### config.mk
export PLATFORM = sky130hd
export DESIGN_NAME = booth_mul_ctrl_flat
export DESIGN_NICKNAME = d
export VERILOG_FILES = /design/src/rtl/booth_mul_ctrl_pkg.sv /design/src/rtl/booth_mul_ctrl_if.sv /design/src/rtl/booth_mul_ctrl_dec.sv /design/src/rtl/booth_mul_ctrl.sv /design/src/flat_wrapper.sv
export SDC_FILE = /design/constraint.sdc
export NUM_CORES = 1
export LEC_CHECK = 0
export CORE_AREA = 2 2 39 41
export DETAILED_ROUTE_END_ITERATION = 7
export DIE_AREA = 0 0 41 43
export PLACE_DENSITY_LB_ADDON = 0.2
export SETUP_SLACK_MARGIN = 0.5
export SYNTH_ARGS = -nofsm -noshare
export SYNTH_HDL_FRONTEND = slang
export SYNTH_HIERARCHICAL = 1
export SYNTH_SLANG_ARGS = --single-unit
### constraint.sdc
create_clock -name clk -period 1.5 [get_ports clk]
set_input_delay 0.15 -clock clk [delete_from_list [all_inputs] [get_ports clk]]
set_output_delay 0.15 -clock clk [all_outputs]
set_load 0.02 [all_outputs]
### src/rtl/booth_mul_ctrl_pkg.sv
// Shared definitions for the radix-2 Booth multiplier controller:
// operand/iteration count, counter width, state encoding, Booth pair
// constants and the strobe bundle driven towards the datapath.
package booth_mul_ctrl_pkg;

  localparam int unsigned N     = 16;
  localparam int unsigned CNT_W = 5;

  // {Q[0], Q[-1]} pairs that need an AddSub pass before the shift
  localparam logic [1:0] BOOTH_ADD = 2'b01;
  localparam logic [1:0] BOOTH_SUB = 2'b10;

  typedef enum logic [2:0] {
    S_IDLE   = 3'd0,
    S_WAIT_Q = 3'd1,
    S_EVAL   = 3'd2,
    S_ADD    = 3'd3,
    S_SUB    = 3'd4,
    S_SHIFT  = 3'd5,
    S_CHECK  = 3'd6,
    S_DONE   = 3'd7
  } state_e;

  // Datapath control strobes, one bit per register/unit action
  typedef struct packed {
    logic ld_m;
    logic ld_q;
    logic ld_a;
    logic clr_a;
    logic clr_ff;
    logic sft_a;
    logic sft_q;
    logic oper;
    logic ld_cnt;
    logic decr;
  } strobe_t;

  // Next state out of EVAL for a given {Q[0], Q[-1]} pair
  function automatic state_e booth_step(input logic [1:0] pair);
    state_e s;
    case (pair)
      BOOTH_SUB: s = S_SUB;
      BOOTH_ADD: s = S_ADD;
      default:   s = S_SHIFT;
    endcase
    return s;
  endfunction

endpackage

### src/rtl/booth_mul_ctrl_if.sv
// Controller <-> datapath/scheduler signal bundle.
//   in_valid/in_ready   : operand word handshake on the shared data bus
//   out_valid/out_ready : product handshake towards the DCT scheduler
//   abort               : synchronous cancel
//   q0/qm1/eqz          : datapath status (Q[0], Q[-1], counter == 0)
//   ldM..decr           : datapath strobes; busy = controller not idle
// master = controller side, slave = datapath/scheduler side.
interface booth_mul_ctrl_if;

  logic in_valid;
  logic in_ready;
  logic out_valid;
  logic out_ready;
  logic abort;
  logic q0;
  logic qm1;
  logic eqz;
  logic ldM;
  logic ldQ;
  logic ldA;
  logic clrA;
  logic clrff;
  logic sftA;
  logic sftQ;
  logic oper;
  logic ldcnt;
  logic decr;
  logic busy;

  modport master (
    input  in_valid, out_ready, abort, q0, qm1, eqz,
    output in_ready, out_valid, ldM, ldQ, ldA, clrA, clrff,
           sftA, sftQ, oper, ldcnt, decr, busy
  );

  modport slave (
    output in_valid, out_ready, abort, q0, qm1, eqz,
    input  in_ready, out_valid, ldM, ldQ, ldA, clrA, clrff,
           sftA, sftQ, oper, ldcnt, decr, busy
  );

endinterface

### src/rtl/booth_mul_ctrl_dec.sv
// Combinational state/input to strobe decoder for the Booth controller.
//   i_state      : current FSM state
//   i_rst        : reset level, suppresses the IDLE load strobes
//   i_in_valid   : operand word present
//   i_abort      : cancel request, silences every non-IDLE state
//   o_strb_c     : datapath strobes
//   o_in_ready_c, o_out_valid_c, o_busy_c : handshake/status outputs
module booth_mul_ctrl_dec
  import booth_mul_ctrl_pkg::*;
(
  input  state_e  i_state,
  input  logic    i_rst,
  input  logic    i_in_valid,
  input  logic    i_abort,
  output strobe_t o_strb_c,
  output logic    o_in_ready_c,
  output logic    o_out_valid_c,
  output logic    o_busy_c
);

  // Strobe decode: Moore from state, except the operand-load strobes in IDLE/WAIT_Q
  always_comb begin
    o_strb_c      = '0;
    o_in_ready_c  = 1'b0;
    o_out_valid_c = 1'b0;
    o_busy_c      = (i_state != S_IDLE);

    if (i_state == S_IDLE) begin
      // abort has no meaning here; reset keeps the M load from firing
      o_in_ready_c = 1'b1;
      if (i_in_valid && !i_rst) begin
        o_strb_c.ld_m   = 1'b1;
        o_strb_c.clr_a  = 1'b1;
        o_strb_c.clr_ff = 1'b1;
        o_strb_c.ld_cnt = 1'b1;
      end
    end else if (!i_abort) begin
      case (i_state)
        S_WAIT_Q: begin
          o_in_ready_c = 1'b1;
          if (i_in_valid) begin
            o_strb_c.ld_q = 1'b1;
          end
        end
        S_ADD: begin
          o_strb_c.ld_a = 1'b1;
        end
        S_SUB: begin
          o_strb_c.ld_a = 1'b1;
          o_strb_c.oper = 1'b1;
        end
        S_SHIFT: begin
          o_strb_c.sft_a = 1'b1;
          o_strb_c.sft_q = 1'b1;
          o_strb_c.decr  = 1'b1;
        end
        S_DONE: begin
          o_out_valid_c = 1'b1;
        end
        default: begin
        end
      endcase
    end
  end

endmodule

### src/rtl/booth_mul_ctrl.sv
// Radix-2 Booth shift-add multiplier controller. Takes M then Q over the
// shared bus, runs N evaluate/add-sub/shift/check iterations against the
// external datapath (which updates on negedge clk) and presents the
// product with a valid/ready handshake.
//   clk  : controller clock, state updates on posedge
//   clr  : asynchronous active-high reset
//   bus  : handshake, status and strobe bundle (master side)
module booth_mul_ctrl
  import booth_mul_ctrl_pkg::*;
(
  input  logic                   clk,
  input  logic                   clr,
  booth_mul_ctrl_if.master       bus
);

  state_e  r_state;
  state_e  w_next;
  strobe_t w_strb;
  logic    w_in_ready;
  logic    w_out_valid;
  logic    w_busy;

  // State register
  always_ff @(posedge clk or posedge clr) begin
    if (clr) begin
      r_state <= S_IDLE;
    end else begin
      r_state <= w_next;
    end
  end

  // Next-state logic; abort outranks every transition outside IDLE
  always_comb begin
    w_next = r_state;
    if (r_state != S_IDLE && bus.abort) begin
      w_next = S_IDLE;
    end else begin
      case (r_state)
        S_IDLE:   if (bus.in_valid)  w_next = S_WAIT_Q;
        S_WAIT_Q: if (bus.in_valid)  w_next = S_EVAL;
        S_EVAL:   w_next = booth_step({bus.q0, bus.qm1});
        S_ADD:    w_next = S_SHIFT;
        S_SUB:    w_next = S_SHIFT;
        S_SHIFT:  w_next = S_CHECK;
        // eqz reflects the decrement made on the negedge inside SHIFT
        S_CHECK:  w_next = bus.eqz ? S_DONE : S_EVAL;
        S_DONE:   if (bus.out_ready) w_next = S_IDLE;
        default:  w_next = S_IDLE;
      endcase
    end
  end

  booth_mul_ctrl_dec u_dec (
    .i_state       (r_state),
    .i_rst         (clr),
    .i_in_valid    (bus.in_valid),
    .i_abort       (bus.abort),
    .o_strb_c      (w_strb),
    .o_in_ready_c  (w_in_ready),
    .o_out_valid_c (w_out_valid),
    .o_busy_c      (w_busy)
  );

  assign bus.in_ready  = w_in_ready;
  assign bus.out_valid = w_out_valid;
  assign bus.busy      = w_busy;
  assign bus.ldM       = w_strb.ld_m;
  assign bus.ldQ       = w_strb.ld_q;
  assign bus.ldA       = w_strb.ld_a;
  assign bus.clrA      = w_strb.clr_a;
  assign bus.clrff     = w_strb.clr_ff;
  assign bus.sftA      = w_strb.sft_a;
  assign bus.sftQ      = w_strb.sft_q;
  assign bus.oper      = w_strb.oper;
  assign bus.ldcnt     = w_strb.ld_cnt;
  assign bus.decr      = w_strb.decr;

endmodule

### src/flat_wrapper.sv
// flat-port wrapper written by rule: the top's interface ports become plain ports
module booth_mul_ctrl_flat import booth_mul_ctrl_pkg::*;
  (clk, clr, bus_in_valid, bus_out_ready, bus_abort, bus_q0, bus_qm1, bus_eqz, bus_in_ready, bus_out_valid, bus_ldM, bus_ldQ, bus_ldA, bus_clrA, bus_clrff, bus_sftA, bus_sftQ, bus_oper, bus_ldcnt, bus_decr, bus_busy);
  booth_mul_ctrl_if bus_i ();
  input  logic clk;
  input  logic clr;
  input wire logic [$bits(bus_i.in_valid)-1:0] bus_in_valid;
  input wire logic [$bits(bus_i.out_ready)-1:0] bus_out_ready;
  input wire logic [$bits(bus_i.abort)-1:0] bus_abort;
  input wire logic [$bits(bus_i.q0)-1:0] bus_q0;
  input wire logic [$bits(bus_i.qm1)-1:0] bus_qm1;
  input wire logic [$bits(bus_i.eqz)-1:0] bus_eqz;
  output wire logic [$bits(bus_i.in_ready)-1:0] bus_in_ready;
  output wire logic [$bits(bus_i.out_valid)-1:0] bus_out_valid;
  output wire logic [$bits(bus_i.ldM)-1:0] bus_ldM;
  output wire logic [$bits(bus_i.ldQ)-1:0] bus_ldQ;
  output wire logic [$bits(bus_i.ldA)-1:0] bus_ldA;
  output wire logic [$bits(bus_i.clrA)-1:0] bus_clrA;
  output wire logic [$bits(bus_i.clrff)-1:0] bus_clrff;
  output wire logic [$bits(bus_i.sftA)-1:0] bus_sftA;
  output wire logic [$bits(bus_i.sftQ)-1:0] bus_sftQ;
  output wire logic [$bits(bus_i.oper)-1:0] bus_oper;
  output wire logic [$bits(bus_i.ldcnt)-1:0] bus_ldcnt;
  output wire logic [$bits(bus_i.decr)-1:0] bus_decr;
  output wire logic [$bits(bus_i.busy)-1:0] bus_busy;
  assign bus_i.in_valid = bus_in_valid;
  assign bus_i.out_ready = bus_out_ready;
  assign bus_i.abort = bus_abort;
  assign bus_i.q0 = bus_q0;
  assign bus_i.qm1 = bus_qm1;
  assign bus_i.eqz = bus_eqz;
  assign bus_in_ready = bus_i.in_ready;
  assign bus_out_valid = bus_i.out_valid;
  assign bus_ldM = bus_i.ldM;
  assign bus_ldQ = bus_i.ldQ;
  assign bus_ldA = bus_i.ldA;
  assign bus_clrA = bus_i.clrA;
  assign bus_clrff = bus_i.clrff;
  assign bus_sftA = bus_i.sftA;
  assign bus_sftQ = bus_i.sftQ;
  assign bus_oper = bus_i.oper;
  assign bus_ldcnt = bus_i.ldcnt;
  assign bus_decr = bus_i.decr;
  assign bus_busy = bus_i.busy;
  booth_mul_ctrl u_core (.clk(clk), .clr(clr), .bus(bus_i));
endmodule
# == After elaboration in Yosys (flattened, before gate mapping) ==
# Cells that the tools add are included.
# W data, S select, Z words.
# totals
register_bits,3
input_bits,8
elab_cells,49
# classes
n_eq_ne,12
n_mux,29
reduce_logical,7
# ops
cell,count
$mux W3,7
$pmux W3 S7,1
$mux W1,15
$eq A3 B3 Y1 const B,4
$mux W2,5
$ne A3 B2 Y1 const B,3
$eq A3 B2 Y1 const B,2
$pmux W3 S2,1
$eq A3 B1 Y1 const B,1
$logic_not A3 Y1,1
$reduce_and A3 Y1,1
$reduce_bool A3 Y1,1
$eq A2 B1 Y1 const B,1
$eq A2 B2 Y1 const B,1
$logic_and A1 B1 Y1,2
$reduce_or A2 Y1,1
$logic_not A1 Y1,1

# == Longest topological paths before layout ==
# Gate-level depths: netlist (run 1).
# depth
word_depth,5
mapped_depth,4

# == By module ==
# Netlist (run 1), hierarchy kept.
# modules_own_cells
module,instances,cells_per_inst,area_per_inst_um2,seq_area_each_um2
booth_mul_ctrl,1,25,206.4,75.1
booth_mul_ctrl_dec,1,15,126.4,0.0

# == Worst setup path after synthesis (run 1) ==
# OpenSTA, ideal clock, no wires.
# synth_timing
path_type,register to output
start,register u_core.r_state[2]
end,output port bus_sftA
t_arrival_ps,1684
path_slack_ps,-334
stages_incl_launch_ff,3
path_buffers,1
path_cell_list,dfrtp_1 nor4bb_1 buf_4
# synth_between
elab_chain_cells,4
# synth_lines
item,line,rtl
start: declaration,booth_mul_ctrl.sv:16,state_e r_state;
start signal: assignment,booth_mul_ctrl.sv:28,r_state <= w_next;
$eq A3 B3 Y1,booth_mul_ctrl_dec.sv:38,case (i_state)
$mux W2,booth_mul_ctrl_dec.sv:38,
$mux W3,booth_mul_ctrl_dec.sv:37,end else if (!i_abort) begin
$mux W3 (*),booth_mul_ctrl_dec.sv:28,if (i_state == S_IDLE) begin
end: declaration,flat_wrapper.sv:20,output wire logic [$bits(bus_i.sftA)-1:0] bus_sftA;
# Every way passes the cells marked *; elsewhere a longest branch is shown, timed or not.

# == Worst setup path in the final report (run 1) ==
# layout_timing
start,register u_core.r_state[0]
end,output port bus_clrA
# layout_between
elab_chain_cells,2
# layout_lines
item,line,rtl
$logic_not A3 Y1,booth_mul_ctrl_dec.sv:28,
$mux W2,booth_mul_ctrl_dec.sv:28,
end: declaration,flat_wrapper.sv:18,output wire logic [$bits(bus_i.clrA)-1:0] bus_clrA;
# No other way between the ends.

==> results.json, run 1 <==
{
  "clock_power_share_pct": 10.6,
  "tns_ns": -0.4397,
  "worst-slew-pin-transition_ns": 0.2479,
  "wl_per_cell_um": 12.52,
  "via_per_inst": 4.916,
  "critPathRequiredTime_ns": 1.35,
  "initial_core_util_pct": 24.05,
  "final_nets": 88,
  "ys.flop_type": "dfrtp_1",
  "yosysWarnings": 6,
  "syn_nets": 48,
  "path_cells": "or3_4 -> nor3b_4 -> buf_4",
  "syn-mean-instance-area_um2": 8.320,
  "finalSetupViolations": 7,
  "fmax_mhz": 634.5,
  "largest_reg_flops": 3,
  "internal-power_uw": 853.7,
  "wirelength_um": 1189,
  "cts_sinks": 3,
  "cp_num_buf_inv": 1,
  "fin_util_pct": 59.76,
  "use_met1_pct": 15.53,
  "top_regs": "u_core/r_state x3",
  "grt_use_total_pct": 13.38,
  "die_w_um": 41,
  "reg2reg_from": "u_core/r_state[0]",
  "cap_viol_max_count": 0,
  "core_region_area_mm2": 0.001384,
  "first_iter_violations": 8,
  "finClkSkew_ns": 0.001501,
  "fin_ws_ns": -0.07613,
  "antenna_found_initial": 0,
  "rsz0062_at_grt": "true",
  "top_register": "u_core/r_state",
  "drv_slew": 0,
  "status": "finished with violations",
  "violations": "setup timing",
  "hold_viol_final": 0,
  "gp_congestion": 0.7677,
  "grt_max_degree": 8,
  "max_stage_delay_ns": 0.40,
  "antenna_left": 0,
  "power.switching_uw": 567.9,
  "cts_tree": "yes",
  "globalRouteMet2Util_pct": 24.69,
  "fp-row-count": 14,
  "io-pin-count": 21,
  "dieArea_mm2": 0.001763,
  "ys_async_sr_fraction_pct": 100.0,
  "setup.worst_path.start_class": "register",
  "numCtsBuffers": 3,
  "hpwlAfterDp_um": 697,
  "use_met3_pct": 0,
  "dr_total_vias": 467,
  "synth_cell_type_count": 26,
  "critPathTopFamily": "simple AND/OR/NAND/NOR gates",
  "arrival_ns": 1.43,
  "clockRootBuffer": "clkbuf_4",
  "grt_pass1_wl_um": 1662,
  "top_usage_layer": "met2",
  "r2r_slack_ns": 0.09,
  "max-slew-margin-rel_pct": 83.45,
  "htreeDepth": 1,
  "dpl_worst_slack_ns": -0.3172,
  "diodes": 0,
  "synth-seq-cells": 3,
  "end_kind": "output pin",
  "cp_max_fo": 4,
  "power.share.combinational_pct": 80.2,
  "vdd_drop_max_v": 0.0006080,
  "synth-seq-area-share_pct": 22.56,
  "synth_edf_count": 0,
  "grt-ovfl-total": 0,
  "synth_area_um2": 332.8,
  "period_minus_slack_ns": 1.576,
  "port_buffers": 20,
  "cts_hold_buf": 0,
  "syn-instance-count": 40,
  "clock_path_buffers": 2,
  "swShare_pct": 39.95,
  "leakagePower_uw": 0.0003804,
  "powerDensity_mw_per_mm2": 1719,
  "crit_type": "register to output pin",
  "period_share_pct": 105.1,
  "firstDrtPassIters": 4,
  "seqPwrFrac_pct": 9.2,
  "drc": 0,
  "path_clk_slew_ns": 0.04,
  "worstSkewPairLatency_ns": 0.24,
  "nFillCells": 129,
  "crit_start": "u_core/r_state[0]",
  "grt_pass1_vias": 422,
  "syn_to_final_growth_pct": 148.5,
  "hp-class": "primary input to async pin",
  "crit_slowest_cell": "or3_4",
  "die_y_um": 43,
  "power_uw": 1422,
  "drive_gt1_share_pct": 73.42
}
placed cells by master (no fill, tap or decap), drive strengths merged:
cell,count
o211ai,1
o22ai,1
buf,33
a22oi,1
clkbuf,4
a21o,1
inv,4
nor4,1
dfrtp,3
nand3,1
a211oi,2
a311oi,1
clkdlybuf4s50,6
nor2,4
dlygate4sd2,1
nor3b,1
nor4b,1
nand2,4
a21oi,1
nor4bb,1
o32ai,1
a31o,2
o211a,1
and4b,1
or3,1
nand2b,1
per-layer routing:
layer | vias to the layer above | part of all wire, %
met1 | 213 | 38
met2 | 25 | 53
met4 | 0 | 0.42
met5 | - | 0
met3 | 2 | 8.6
li1 | 227 | -
power groups by stage:
stage / clock network (uW) / logic, uW / registers, uW
6_report: 150 / 1140 / 131
5_1_grt: 156 / 1210 / 135
3_3_place_gp: 0 / 687 / 129
4_1_cts: 146 / 967 / 131
3_5_place_dp: 0 / 685 / 130
2_1_floorplan: 0 / 341 / 198
cells by family (layout without fill, tap and decap cells):
family | count (synthesis) | in the layout | share of synthesized area (%)
AOI/OAI and AO/OA | 12 | 12 | 29.70
buffers and inverters | 9 | 48 | 15.79
and+or+nand+nor | 16 | 16 | 31.95
DFF | 3 | 3 | 22.56
per-stage QoR:
| stage | instance area [um^2] | cells | hold slack, ns |
|---|---|---|---|
| after floorplan | 364.1 | 40 | -0.09632 |
| after global placement | 614.3 | 80 | 0.4131 |
| after detailed placement | 614.3 | 80 | 0.4259 |
| after CTS | 752.0 | 91 | 0.1863 |
| after global routing | 827.0 | 95 | 0.1981 |
| final | 827.0 | 95 | 0.1809 |
final cells by class:
type                       count  area (um^2)  share of cell area [%]
sequential                     3        78.83                   9.531
timing repair buffer          40        376.6                   45.54
multi-input combinational     28        305.3                   36.91
clock buffer                   4        26.28                   3.177
tap                           16        20.02                   2.421
inverter                       4        20.02                   2.421
Yosys cell counts (all sizes together) (2+ instances only):
library cell	n	area share (%)
a211oi	2	6.0
nand2	4	4.5
inv	4	4.5
buf	5	11
nor2	4	4.5
a31o	2	5.3
dfrtp	3	23
timing repair:
action | 4_1_cts | 5_1_grt
setup buffers | 7 | 4
setup endpoints to repair | 16 | 16
pin swaps | 11 | 5
gates resized for setup | 91 | 12
path summary, 6_finish.rpt:
kind,to,cells after the start
max in group asynchronous,u_core/r_state[1],2
max,bus_clrA,3
min in group clk,u_core/r_state[2],4
max reg2reg,u_core/r_state[2],8
min reg2reg,u_core/r_state[0],3
min,u_core/r_state[0],2
Power figures use the tool's default switching activity.
==> run 2: changes to the inputs <==
Clock period 1.5 ns to 2 ns, I/O delays scaled along.
==> results.json, run 2 (synthesized netlist as in run 1, its figures left out) <==
{
  "status": "finished, final reports clean",
  "dieArea_mm2": 0.001763,
  "grt_use_total_pct": 10.98,
  "fp-row-count": 14,
  "cts_tree": "yes",
  "final_nets": 77,
  "wl_per_cell_um": 10.55,
  "path_clk_slew_ns": 0.03,
  "drv_slew": 0,
  "drc": 0,
  "leakagePower_uw": 0.0002955,
  "powerDensity_mw_per_mm2": 1140,
  "cp_max_fo": 4,
  "core_region_area_mm2": 0.001384,
  "fin_ws_ns": 0.3689,
  "die_y_um": 43,
  "first_iter_violations": 13,
  "finalSetupViolations": 0,
  "grt_max_degree": 14,
  "cap_viol_max_count": 0,
  "antenna_found_initial": 0,
  "largest_reg_flops": 3,
  "port_buffers": 20,
  "worstSkewPairLatency_ns": 0.22,
  "worst-r2r-cell-count": 6,
  "initial_core_util_pct": 24.05,
  "grt_pass1_vias": 365,
  "placed_cell_area_um2": 566.8,
  "hp-class": "primary input to async pin",
  "numCtsBuffers": 3,
  "power_uw": 700.4,
  "clock_path_buffers": 2,
  "worst-slew-pin-transition_ns": 0.3645,
  "drive_gt1_share_pct": 48.53,
  "final_common_cell": "buf_4",
  "via_per_inst": 4.940,
  "gp_congestion": 0.7097,
  "path_cells": "or3_4 -> nor3b_4 -> buf_4",
  "wirelength_um": 886,
  "grt_pass1_wl_um": 1428,
  "clockRootBuffer": "clkbuf_4",
  "period_minus_slack_ns": 1.631,
  "hpwlAfterDp_um": 667.7,
  "top_regs": "u_core/r_state x3",
  "fmax_mhz": 613.1,
  "critPathRequiredTime_ns": 1.80,
  "crit_slowest_cell": "or3_4",
  "top_register": "u_core/r_state",
  "syn_to_final_growth_pct": 84.59,
  "arrival_ns": 1.43,
  "dpl_worst_slack_ns": -0.01368,
  "grt-ovfl-total": 0,
  "layout_common_cells": "16 x buf_4, 6 x clkdlybuf4s50_1, 4 x nand2_1, 4 x nor2_1",
  "rsz0062_at_grt": "true",
  "finClkSkew_ns": 0.0004048,
  "holdWs_ns": 0.2365,
  "end_kind": "output pin",
  "placedCellCount": 76,
  "hold_viol_final": 0,
  "dr_total_vias": 415,
  "setup.worst_path.start_class": "register",
  "die_w_um": 41,
  "firstDrtPassIters": 4,
  "cts_sinks": 3,
  "period_share_pct": 81.56,
  "vdd_drop_max_v": 0.0002991,
  "crit_type": "register to output pin",
  "max_stage_delay_ns": 0.40,
  "io-pin-count": 21,
  "layout.cells.non_filler": 84,
  "htreeDepth": 1,
  "postLayoutCellArea_um2": 614.3,
  "antenna_left": 0,
  "max-slew-margin-rel_pct": 75.70,
  "diodes": 0
}
-- run 2: critical path, delay by kind of cell, from the launching register on --
kind | cells | cell delay, ns
DFF | 1 | 0.39
buffers and inverters | 1 | 0.18
and+or+nand+nor | 2 | 0.63
-- run 2: layer usage --
metal | vias to the layer above | wire [um] | track usage [%]
li1 | 206 | - | -
met1 | 188 | 350 | 14.61
met2 | 21 | 434 | 18.13
met3 | 0 | 101 | 1.571
met4 | 0 | 0 | 2.000
met5 | - | 0 | 0
-- run 2: report_power, final --
group          leakage (uW)  internal, uW  switching, uW
clock             0.0000150          74.5           26.6
combinational      0.000243           240            261
sequential        0.0000380          84.0           14.3
total              0.000296           398            302
-- run 2: path summary, 6_finish.rpt --
check | from | endpoint | slack, ns
setup / recovery | u_core/r_state[0] | bus_clrA | 0.37
hold / removal | clr | u_core/r_state[2] | 0.24
setup reg to reg | u_core/r_state[1] | u_core/r_state[0] | 0.67
hold reg to reg | u_core/r_state[2] | u_core/r_state[0] | 0.67
max in group asynchronous | clr | u_core/r_state[0] | 1.63
min in group clk | bus_abort | u_core/r_state[2] | 0.65
-- run 2: layout make-up --
type	instances	area, um^2
fill	147	769.5
sequential	3	76.32
multi-input combinational	28	241.5
clock buffer	4	26.28
tap	16	20.02
inverter	4	15.01
timing repair buffer	29	235.2
-- run 2: per-stage QoR --
stage,setup TNS [ns],utilization (%)
after floorplan,0,-
after global placement,-0.04417,40.96
after detailed placement,-0.03396,40.96
after CTS,0,41.41
after global routing,0,44.39
final,0,44.39
-- run 2: repair_timing --
item,4_1_cts,5_1_grt
gates resized for setup,59,9
setup buffers,0,4
hold buffers,0,0
pin swaps,1,2
hold endpoints to repair,0,0
endpoints found under the setup margin,13,13
==> run 3: changes to the inputs <==
Clock period 2 ns to 1.3 ns, I/O delays scaled along.
==> results.json, run 3 (synthesized netlist as in run 1, its figures left out) <==
{
  "fmax_mhz": 639.5,
  "drive_gt1_share_pct": 67.53,
  "first_iter_violations": 4,
  "violations": "setup timing",
  "placed_cell_area_um2": 623.1,
  "drv_slew": 0,
  "leakagePower_uw": 0.0003606,
  "path_cells": "or3_4 -> nor3b_4 -> buf_4",
  "powerDensity_mw_per_mm2": 1918,
  "htreeDepth": 1,
  "io-pin-count": 21,
  "path_clk_slew_ns": 0.04,
  "dr_total_vias": 451,
  "max_stage_delay_ns": 0.40,
  "hp-class": "primary input to async pin",
  "reg2reg_from": "u_core/r_state[0]",
  "rsz0062_at_grt": "true",
  "crit_type": "register to output pin",
  "gp_congestion": 0.7584,
  "grt_max_degree": 8,
  "fp-row-count": 14,
  "antenna_left": 0,
  "period_minus_slack_ns": 1.564,
  "postLayoutCellArea_um2": 774.5,
  "largest_reg_flops": 3,
  "numCtsBuffers": 3,
  "port_buffers": 20,
  "initial_core_util_pct": 24.05,
  "fin_util_pct": 55.97,
  "fin_ws_ns": -0.2636,
  "final_common_cell": "buf_4",
  "grt_use_total_pct": 13.97,
  "worst-slew-pin-transition_ns": 0.2937,
  "hpwlAfterDp_um": 705.4,
  "die_y_um": 43,
  "clockRootBuffer": "clkbuf_4",
  "top_regs": "u_core/r_state x3",
  "period_share_pct": 120.3,
  "cts_sinks": 3,
  "tns_ns": -2.540,
  "wirelength_um": 1067,
  "power_uw": 1486,
  "cp_num_buf_inv": 1,
  "vdd_drop_max_v": 0.0009235,
  "antenna_found_initial": 0,
  "wl_per_cell_um": 11.47,
  "firstDrtPassIters": 4,
  "grt_pass1_wl_um": 1725,
  "finalSetupViolations": 16,
  "arrival_ns": 1.43,
  "critPathTopFamily": "simple AND/OR/NAND/NOR gates",
  "die_w_um": 41,
  "worst-r2r-cell-count": 8,
  "grt_pass1_vias": 443,
  "cap_viol_max_count": 0,
  "cp_max_fo": 4,
  "top_register": "u_core/r_state",
  "max-slew-margin-rel_pct": 80.42,
  "syn_to_final_growth_pct": 132.7,
  "grt-ovfl-total": 0,
  "setup.worst_path.start_class": "register",
  "finClkSkew_ns": 0.0003617,
  "final_nets": 86,
  "critPathRequiredTime_ns": 1.17,
  "worstSkewPairLatency_ns": 0.23,
  "reg2reg_to": "u_core/r_state[2]",
  "via_per_inst": 4.849,
  "hold_viol_final": 0,
  "layout_common_cells": "20 x buf_4, 11 x buf_6, 6 x clkdlybuf4s50_1",
  "crit_slowest_cell": "dfrtp_2",
  "dieArea_mm2": 0.001763,
  "cts_tree": "yes",
  "end_kind": "output pin",
  "diodes": 0,
  "status": "finished with violations",
  "r2r_slack_ns": -0.11,
  "clock_path_buffers": 2,
  "drc": 0,
  "core_region_area_mm2": 0.001384,
  "holdWs_ns": 0.2787
}
## run 3: routing by layer
layer / wire length [um] / vias up / share of wire (%) / track usage [%]
met3: 76 / 0 / 7.1 / 3.141
met2: 528 / 20 / 49 / 22.81
met4: 0 / 0 / 0 / 6.000
met5: 0 / - / 0 / 0
li1: - / 221 / - / -
met1: 462 / 210 / 43 / 16.45
## run 3: how the worst max path moves through the flow
stage / end / start / cells past startpoint / slack, ns
floorplan: bus_clrA / u_core/r_state[0] / 3 / -0.32
global placement: bus_decr / bus_abort / 3 / -0.51
detailed placement: bus_decr / bus_abort / 3 / -0.54
CTS: bus_clrA / u_core/r_state[0] / 3 / -0.28
global route: bus_clrff / u_core/r_state[0] / 3 / -0.33
finish: bus_clrA / u_core/r_state[1] / 3 / -0.26
## run 3: power by group
part / switching (uW) / total (uW) / internal, uW
clock: 45.6 / 160 / 115
sequential: 18.6 / 151 / 132
combinational: 527 / 1170 / 648
## run 3: worst reg2reg max path, cell delays in order, from the launching register on
cell      delay [ns]
dfrtp_2         0.39
buf_4           0.13
buf_6           0.13
buf_6           0.11
buf_6           0.12
inv_4           0.05
o211ai_1        0.09
a22oi_1         0.20
nor2_1          0.07
## run 3: metrics by stage
stage | std cells | setup slack [ns]
after floorplan | 40 | -0.3198
after global placement | 81 | -0.5053
after detailed placement | 81 | -0.5384
after CTS | 92 | -0.2818
after global routing | 93 | -0.3279
final | 93 | -0.2636
## run 3: layout make-up
| type | instances | area (um^2) |
|---|---|---|
| sequential | 3 | 78.83 |
| tap | 16 | 20.02 |
| multi-input combinational | 28 | 289.0 |
| clock buffer | 4 | 26.28 |
| inverter | 4 | 17.52 |
| fill | 138 | 609.3 |
| timing repair buffer | 38 | 342.8 |
## run 3: what timing repair did
item / in CTS / in global routing
endpoints found under the setup margin: 16 / 16
gates resized for setup: 85 / 7
pin swaps: 7 / 5
buffers inserted: 7 / 1
hold buffers: 0 / 0
